**config.mk**
```make
export PLATFORM = sky130hd
export DESIGN_NAME = cam_frame_writer
export DESIGN_NICKNAME = d
export VERILOG_FILES = /design/src/rtl/cam_frame_writer.sv
export SDC_FILE = /design/constraint.sdc
export NUM_CORES = 1
export LEC_CHECK = 0
export CAP_MARGIN = 10
export CORE_ASPECT_RATIO = 0.9
export CORE_MARGIN = 1
export CORE_UTILIZATION = 42
export CTS_CLUSTER_SIZE = 40
export DETAILED_ROUTE_END_ITERATION = 16
export PLACE_DENSITY = 0.65
export REMOVE_ABC_BUFFERS = 1
export SYNTH_ARGS = -nofsm -noshare
export SYNTH_HDL_FRONTEND = slang
export SYNTH_SLANG_ARGS = --single-unit
```
**constraint.sdc**
```tcl
create_clock -name clk -period 3.9 [get_ports clk]
set_input_delay 0.78 -clock clk [delete_from_list [all_inputs] [get_ports clk]]
set_output_delay 0.78 -clock clk [all_outputs]
set_load 0.1 [all_outputs]
```
**src/rtl/cam_frame_writer.sv**
```systemverilog
// cam_frame_writer: decimating, mirrorable camera-to-frame-buffer write path
module cam_frame_writer #(
    parameter int SRC_W = 640,
    parameter int SRC_H = 480,
    parameter int SHIFT = 2,
    parameter int DW    = 16,
    parameter int AW    = 15
) (
    input  logic          clk,
    input  logic          rst_n,
    input  logic          frame_start,
    input  logic          line_end,
    input  logic          pix_valid,
    input  logic [DW-1:0] pix_data,
    input  logic          mirror_x,
    input  logic          flip_y,
    input  logic          gray_mode,
    output logic          we,
    output logic [AW-1:0] waddr,
    output logic [DW-1:0] wdata,
    output logic          frame_done,
    output logic [7:0]    frame_count,
    output logic          clip_err,
    output logic          busy
);
    localparam int DST_W = SRC_W >> SHIFT;
    localparam int DST_H = SRC_H >> SHIFT;
    localparam int CW    = $clog2(SRC_W + 1);
    localparam int RW    = $clog2(SRC_H + 1);

    typedef enum logic [1:0] {IDLE, ACTIVE, WAIT} state_t;

    state_t        state, state_n;
    logic [CW-1:0] col;
    logic [RW-1:0] row;
    logic          mx, fy, gm;
    logic          act, in_range, pix_ok, pix_drop, keep;
    logic          le, last_row, row_over, short_frame, done_n;
    logic [AW-1:0] x, y, xd, yd, addr_n;
    logic [DW-1:0] gray_px, data_n;

    // pixel/line events only count in ACTIVE and lose to a same-cycle frame_start
    assign act         = (state == ACTIVE) && !frame_start;
    assign in_range    = (col < CW'(SRC_W)) && (row < RW'(SRC_H));
    assign pix_ok      = act && pix_valid && in_range;
    assign pix_drop    = act && pix_valid && !in_range;
    assign keep        = pix_ok && (col[SHIFT-1:0] == '0) && (row[SHIFT-1:0] == '0);
    assign le          = act && line_end;
    assign last_row    = le && (row == RW'(SRC_H - 1));
    assign row_over    = le && (row == RW'(SRC_H));
    assign short_frame = (state == ACTIVE) && frame_start;
    assign done_n      = short_frame || last_row;
    assign busy        = (state == ACTIVE);
    assign data_n      = gm ? gray_px : pix_data;

    // frame sequencing state register
    always_ff @(posedge clk or negedge rst_n) begin
        if (!rst_n) state <= IDLE;
        else        state <= state_n;
    end

    // any frame_start opens a frame; closing the last row parks in WAIT
    always_comb begin
        state_n = state;
        if (frame_start)   state_n = ACTIVE;
        else if (last_row) state_n = WAIT;
    end

    // destination address: mirror/flip then y*DST_W+x as shift-adds of the constant
    always_comb begin
        x      = AW'(col >> SHIFT);
        y      = AW'(row >> SHIFT);
        xd     = mx ? AW'(DST_W - 1) - x : x;
        yd     = fy ? AW'(DST_H - 1) - y : y;
        addr_n = xd;
        for (int i = 0; i < AW; i++)
            if (DST_W[i]) addr_n = addr_n + (yd << i);
    end

    generate
        if (DW == 16) begin : g_gray
            logic [5:0] g;
            // RGB565 luma approximation (R + 2G + B)/4 on 6-bit channels, replicated back
            always_comb begin
                g = 6'(({2'b00, pix_data[15:11], pix_data[15]}
                      + {1'b0, pix_data[10:5], 1'b0}
                      + {2'b00, pix_data[4:0], pix_data[4]}) >> 2);
                gray_px = {g[5:1], g, g[5:1]};
            end
        end else begin : g_pass
            assign gray_px = pix_data;
        end
    endgenerate

    // source position counters and per-frame mode latches
    always_ff @(posedge clk or negedge rst_n) begin
        if (!rst_n) begin
            col <= '0;
            row <= '0;
            mx  <= 1'b0;
            fy  <= 1'b0;
            gm  <= 1'b0;
        end else if (frame_start) begin
            col <= '0;
            row <= '0;
            mx  <= mirror_x;
            fy  <= flip_y;
            gm  <= gray_mode;
        end else if (le) begin
            col <= '0;
            row <= (row == RW'(SRC_H)) ? row : row + RW'(1);
        end else if (act && pix_valid && col != CW'(SRC_W)) begin
            col <= col + CW'(1);
        end
    end

    // registered buffer write port, one strobe per kept sample
    always_ff @(posedge clk or negedge rst_n) begin
        if (!rst_n) begin
            we    <= 1'b0;
            waddr <= '0;
            wdata <= '0;
        end else begin
            we <= keep;
            if (keep) begin
                waddr <= addr_n;
                wdata <= data_n;
            end
        end
    end

    // frame completion pulse, frame counter and sticky clipping flag
    always_ff @(posedge clk or negedge rst_n) begin
        if (!rst_n) begin
            frame_done  <= 1'b0;
            frame_count <= 8'd0;
            clip_err    <= 1'b0;
        end else begin
            frame_done <= done_n;
            if (done_n) frame_count <= frame_count + 8'd1;
            if (frame_start)                clip_err <= short_frame;
            else if (pix_drop || row_over)  clip_err <= 1'b1;
        end
    end
endmodule
```
-- Yosys cells after proc, flatten, opt, wreduce, memory -nomap -nowiden
Cells that the tools add are included.
- $lt $le $gt $ge: 2
- reductions and logical operators: 23
- muxes and demuxes: 13
- add/subtract/negate cells: 9
- equal/unequal tests: 5
- operators by type and width (cell ; number):
    $mux 10 ; 4
    $add 15x15->15 ; 2
    $mux 9 ; 3
    $eq 9x9->1 const B ; 2
    $mux 16 ; 1
    $mux 15 ; 1
    $logic_and 1x1->1 ; 12
    $add 10x1->10 const B ; 1
    $lt 10x10->1 const B ; 1
    $ne 10x10->1 const B ; 1
    $add 9x1->9 const B ; 1
    $lt 9x9->1 const B ; 1
    $sub 8x8->9 const A ; 1
    $add 6x7->8 ; 1
    $add 8x1->8 const B ; 1
    $add 8x6->8 ; 1
    $sub 7x7->8 const A ; 1
    $reduce_bool 2->1 ; 3
    $logic_not 2->1 ; 2
    $mux 2 ; 2
    $reduce_bool 3->1 ; 1
    $eq 2x1->1 const B ; 1
    $logic_not 1->1 ; 2
    $logic_or 1x1->1 ; 2
    other kinds (3) ; 4
- flip-flop bits (word level): 66

-- Longest topological paths before layout
- word-level depth: 7
- gate-level depth with buffers: 13
- mapped depth without buffers: 12

-- Worst setup path after synthesis
No wires, ideal clock.
- path type: input to register
- from: input port pix_data[2]
- to: register wdata[14]
- required time: 3.766 ns
- arrival time: 2.556 ns
- slack: 1.210 ns
- buffers on the path: 0
- cell stages on the path: 7
- path through: fa_1 ha_1 a21o_1 a31o_2 o31ai_1 xor2_1 o211ai_1
- longest elaborated chain between the ends: 2
- RTL lines (what ; line ; RTL):
    from (decl) ; 14 ; input logic [DW-1:0] pix_data,
    $add 8x6->8 ; 87 ; + {2'b00, pix_data[4:0], pix_data[4]}) >> 2);
    $mux 16 ; 54 ; assign data_n = gm ? gray_px : pix_data;
    to (signal assigned) ; 127 ; wdata <= data_n;
    to (decl) ; 20 ; output logic [DW-1:0] wdata,
No other way between the ends.
A chain may end at the register's enable or synchronous reset.

-- Final worst setup path
Ends and elaborated chain as after synthesis.

==> metrics.log <==
INFO  metric placedInstanceArea = 4770 um2
INFO  metric cpMaxStageDelayCell = fa_1
INFO  metric ys_dominant_reg_cell = dfrtp_1
INFO  metric fraction_of_registers_with_async_set_reset = 1.00
INFO  metric stdcell_count = 598
INFO  metric remaining_antenna_violation_count = 0
INFO  metric grt_first_pass_wirelength = 14900 um
INFO  metric grtUsageTotal = 0.191
INFO  metric share_of_synthesized_area_occupied_by_flip_flops_and_latches = 0.412
INFO  metric timing.hold.worst.class = primary input to async pin
INFO  metric critPathCaptureType = flop
INFO  metric setup.worst_path.start_class = primary input
INFO  metric antenna_cells = 0
INFO  metric synth.ff_latch_count = 66
INFO  metric fmax = 325 MHz
INFO  metric crit_path_cell_trace = clkdlybuf4s50_1, fa_1, ha_1, a21o_1, a31o_2, o31ai_1, xor2_1, o211ai_1
INFO  metric fill_cells = 860
INFO  metric clock_sinks = 66
INFO  metric place_inst = 582
INFO  metric synth.cells.most_frequent = 66 x dfrtp_1, 48 x nand2_1, 35 x o21ai_0
INFO  metric cts_buffer_count = 9
INFO  metric critPathMaxStageDelay = 0.49 ns
INFO  metric synth_most_common_cell = dfrtp_1
INFO  metric synth-warning-count = 0
INFO  metric post-synth-top-area-cell = dfrtp_1
INFO  metric vias = 3043
INFO  metric post_cts.resized_instances = 0
INFO  metric post_cts.repair.setup_buffers = 0
INFO  metric rr_startpoint = col[7]$_DFFE_PN0P_
INFO  metric yosys.cell_types.count = 52
INFO  metric via_count_of_the_first_global_routing_pass = 3083
INFO  metric grt_start_max_net_pins = 39
INFO  metric firstDrtPassIters = 4
INFO  metric globalplace.congestion = 0.809
INFO  metric cts-hold-fix-buffers = 0
INFO  metric ios = 67
INFO  metric tritoncts = yes
INFO  metric floorplan.die.height = 94.7 um
INFO  metric row_count = 33
INFO  metric routed_wire_length_per_instance = 14.1 um
INFO  metric syn_area_per_cell = 9.92 um2
INFO  metric rsz0062_at_grt = no
INFO  metric nNetsFinal = 533
INFO  metric clock_insertion_delay_worst_skew = 0.34 ns
INFO  metric register_area = 1650 um2
INFO  metric start_util = 0.437
INFO  metric r2r_slack = 0.94 ns
INFO  metric antenna_found_initial = 0
INFO  metric drv_cap = 0
INFO  metric synthesis.area = 4010 um2
INFO  metric final-setup-viol-count = 0
INFO  metric placeableCoreArea = 9170 um2
INFO  metric fin_crit = 3.08 ns
INFO  metric critical_path_buf_inv_count = 1
INFO  metric timing.clock.skew = 0.00925 ns
INFO  metric cts-htree-levels = 3
INFO  metric clk_root_buffer_cell = clkbuf_8
INFO  metric preCtsSetupSlack = 0.469 ns
INFO  metric post_synth_edffs = 0
INFO  metric powerDensity = 626 nW/um2
INFO  metric maxSlewHeadroom = 0.326
INFO  metric synth.top_cell.area_share = 0.412
INFO  metric transition_at_the_pin_with_the_smallest_max_transition_slack = 1.01 ns
INFO  metric power_leakage = 2.20 nW
INFO  metric synth.top_cells.by_area = dfrtp_1 41%, ha_1 8.7%, xnor2_1 5.7%
INFO  metric ir_drop_worst_vdd = 0.412 mV
INFO  metric run_status = finished clean
INFO  metric routed_via_density = 5.09
INFO  metric arrival = 3.28 ns
INFO  metric cp_top_family = compound AO/OA/AOI/OAI gates
INFO  metric clkSlewWorstSetupHoldPaths = 0.08 ns
INFO  metric grt.overflow.total = 0
INFO  metric report.power.total = 0.00310 W
INFO  metric design.die.area = 9930 um2
INFO  metric place.port_buffers = 66
INFO  metric floorplan.die.width = 105 um
INFO  metric place_hpwl = 6370 um
INFO  metric fin_ws = 0.824 ns
INFO  metric critPathMaxFanout = 4
INFO  metric finalSetupTns = 0 ns
INFO  metric worstSetupPathType = primary input to flop
INFO  metric wl = 8410 um
INFO  metric maxSlewViolCount = 0
INFO  metric drt-initial-drc-count = 103
INFO  metric post-route-drc-count = 0
INFO  metric hold_viol = 0
INFO  metric layout-drive-gt1-share = 0.0777
INFO  metric cp_data_required_time = 4.11 ns
INFO  metric cts-root-to-sink-buffers = 2
INFO  metric syn2layout_area_growth = 23.5%
INFO  metric finalCritPeriodShare = 0.789
INFO  metric ff2ff_path_depth = 12
INFO  metric reg2reg_to = waddr[14]$_DFFE_PN0P_
INFO  metric finalInstanceArea = 4950 um2
INFO  metric syn-instance-count = 404
INFO  metric multi_input_comb_area = 2210 um2
-- stage by stage --
| step | util | hold slack [ns] |
|---|---|---|
| after global placement | 0.521 | 0.461 |
| after detailed placement | 0.521 | 0.467 |
| after floorplan | - | 0.484 |
| after global routing | 0.540 | 0.505 |
| final | 0.540 | 0.461 |
| after CTS | 0.540 | 0.474 |
-- sequential cells by signal, indices dropped and copies added, names as in the netlist --
signal	count
clip_err	1
col	10
frame_count	8
frame_done	1
fy	1
gm	1
mx	1
row	9
state	2
waddr	15
wdata	16
we	1
-- cell usage in the layout (no fill, tap or decap), types with 2 or more instances in the layout --
cell	n
nand2b_1	11
o21bai_1	2
nor2_1	30
mux2_2	2
and3_1	7
buf_4	4
clkinv_2	3
inv_2	3
fa_1	10
a211oi_1	3
clkbuf_8	10
o21ai_1	4
o21ai_0	35
nand3b_1	3
inv_1	17
nand2_1	48
and2_1	2
clkinvlp_4	2
a21oi_1	9
a21o_1	7
nor2_4	2
dfrtp_1	66
ha_1	28
clkdlybuf4s50_1	65
nor3_1	2
o211ai_1	5
nand3_1	6
xnor2_1	26
o22a_1	3
xor2_1	22
a31oi_1	7
a41oi_1	2
nand4_1	8
-- power by group --
part / internal [W] / leakage, nW / switching [W]
Clock: 0.000245 / 0.0851 / 0.000270
Combinational: 0.000410 / 1.28 / 0.00125
Sequential: 0.000820 / 0.834 / 0.000102
-- kinds of logic after synthesis --
kind of cell             synth area share
flip-flops                          0.412
AO/OA/AOI/OAI                       0.128
adder cells (fa/ha/maj)             0.137
multiplexers                      0.00812
AND/OR/NAND/NOR                     0.173
buffers and inverters              0.0362
XOR/XNOR                            0.105
-- worst reg2reg max path: stages, from the launching register on --
cell and delay [ns]:
dfrtp_1 0.47, inv_1 0.11, ha_1 0.30, nand2_1 0.06, o21ai_0 0.11, ha_1 0.30, ha_1 0.24, fa_1 0.44
a211oi_1 0.33, o211ai_1 0.14, o21ai_0 0.11, xor2_1 0.16, o21ai_1 0.07
-- layout make-up --
type	count	share of cell area
multi-input cells	304	0.447
flip-flops and latches	66	0.334
repair buffers	70	0.139
clock inverters	5	0.00607
clock buffers	11	0.0286
well taps	122	0.0309
inverters	20	0.0152
-- routing by layer --
metal | wire [um] | share of wire | global-route usage
met2 | 3920 | 0.47 | 0.299
met4 | 187 | 0.022 | 0.0798
met5 | 0 | 0 | 0
met3 | 222 | 0.026 | 0.0435
met1 | 4080 | 0.48 | 0.256
-- worst max path at each step --
stage / to / start / depth (start not counted)
after global routing: waddr[14]$_DFFE_PN0P_ / row[5]$_DFFE_PN0P_ / 11
after CTS: wdata[14]$_DFFE_PN0P_ / pix_data[2] / 8
after floorplan: wdata[14]$_DFFE_PN0P_ / pix_data[2] / 7
after detailed placement: wdata[14]$_DFFE_PN0P_ / pix_data[2] / 8
final: wdata[14]$_DFFE_PN0P_ / pix_data[2] / 8
after global placement: wdata[3]$_DFFE_PN0P_ / pix_data[2] / 8
Note: power is estimated with default switching activity, not from simulation.
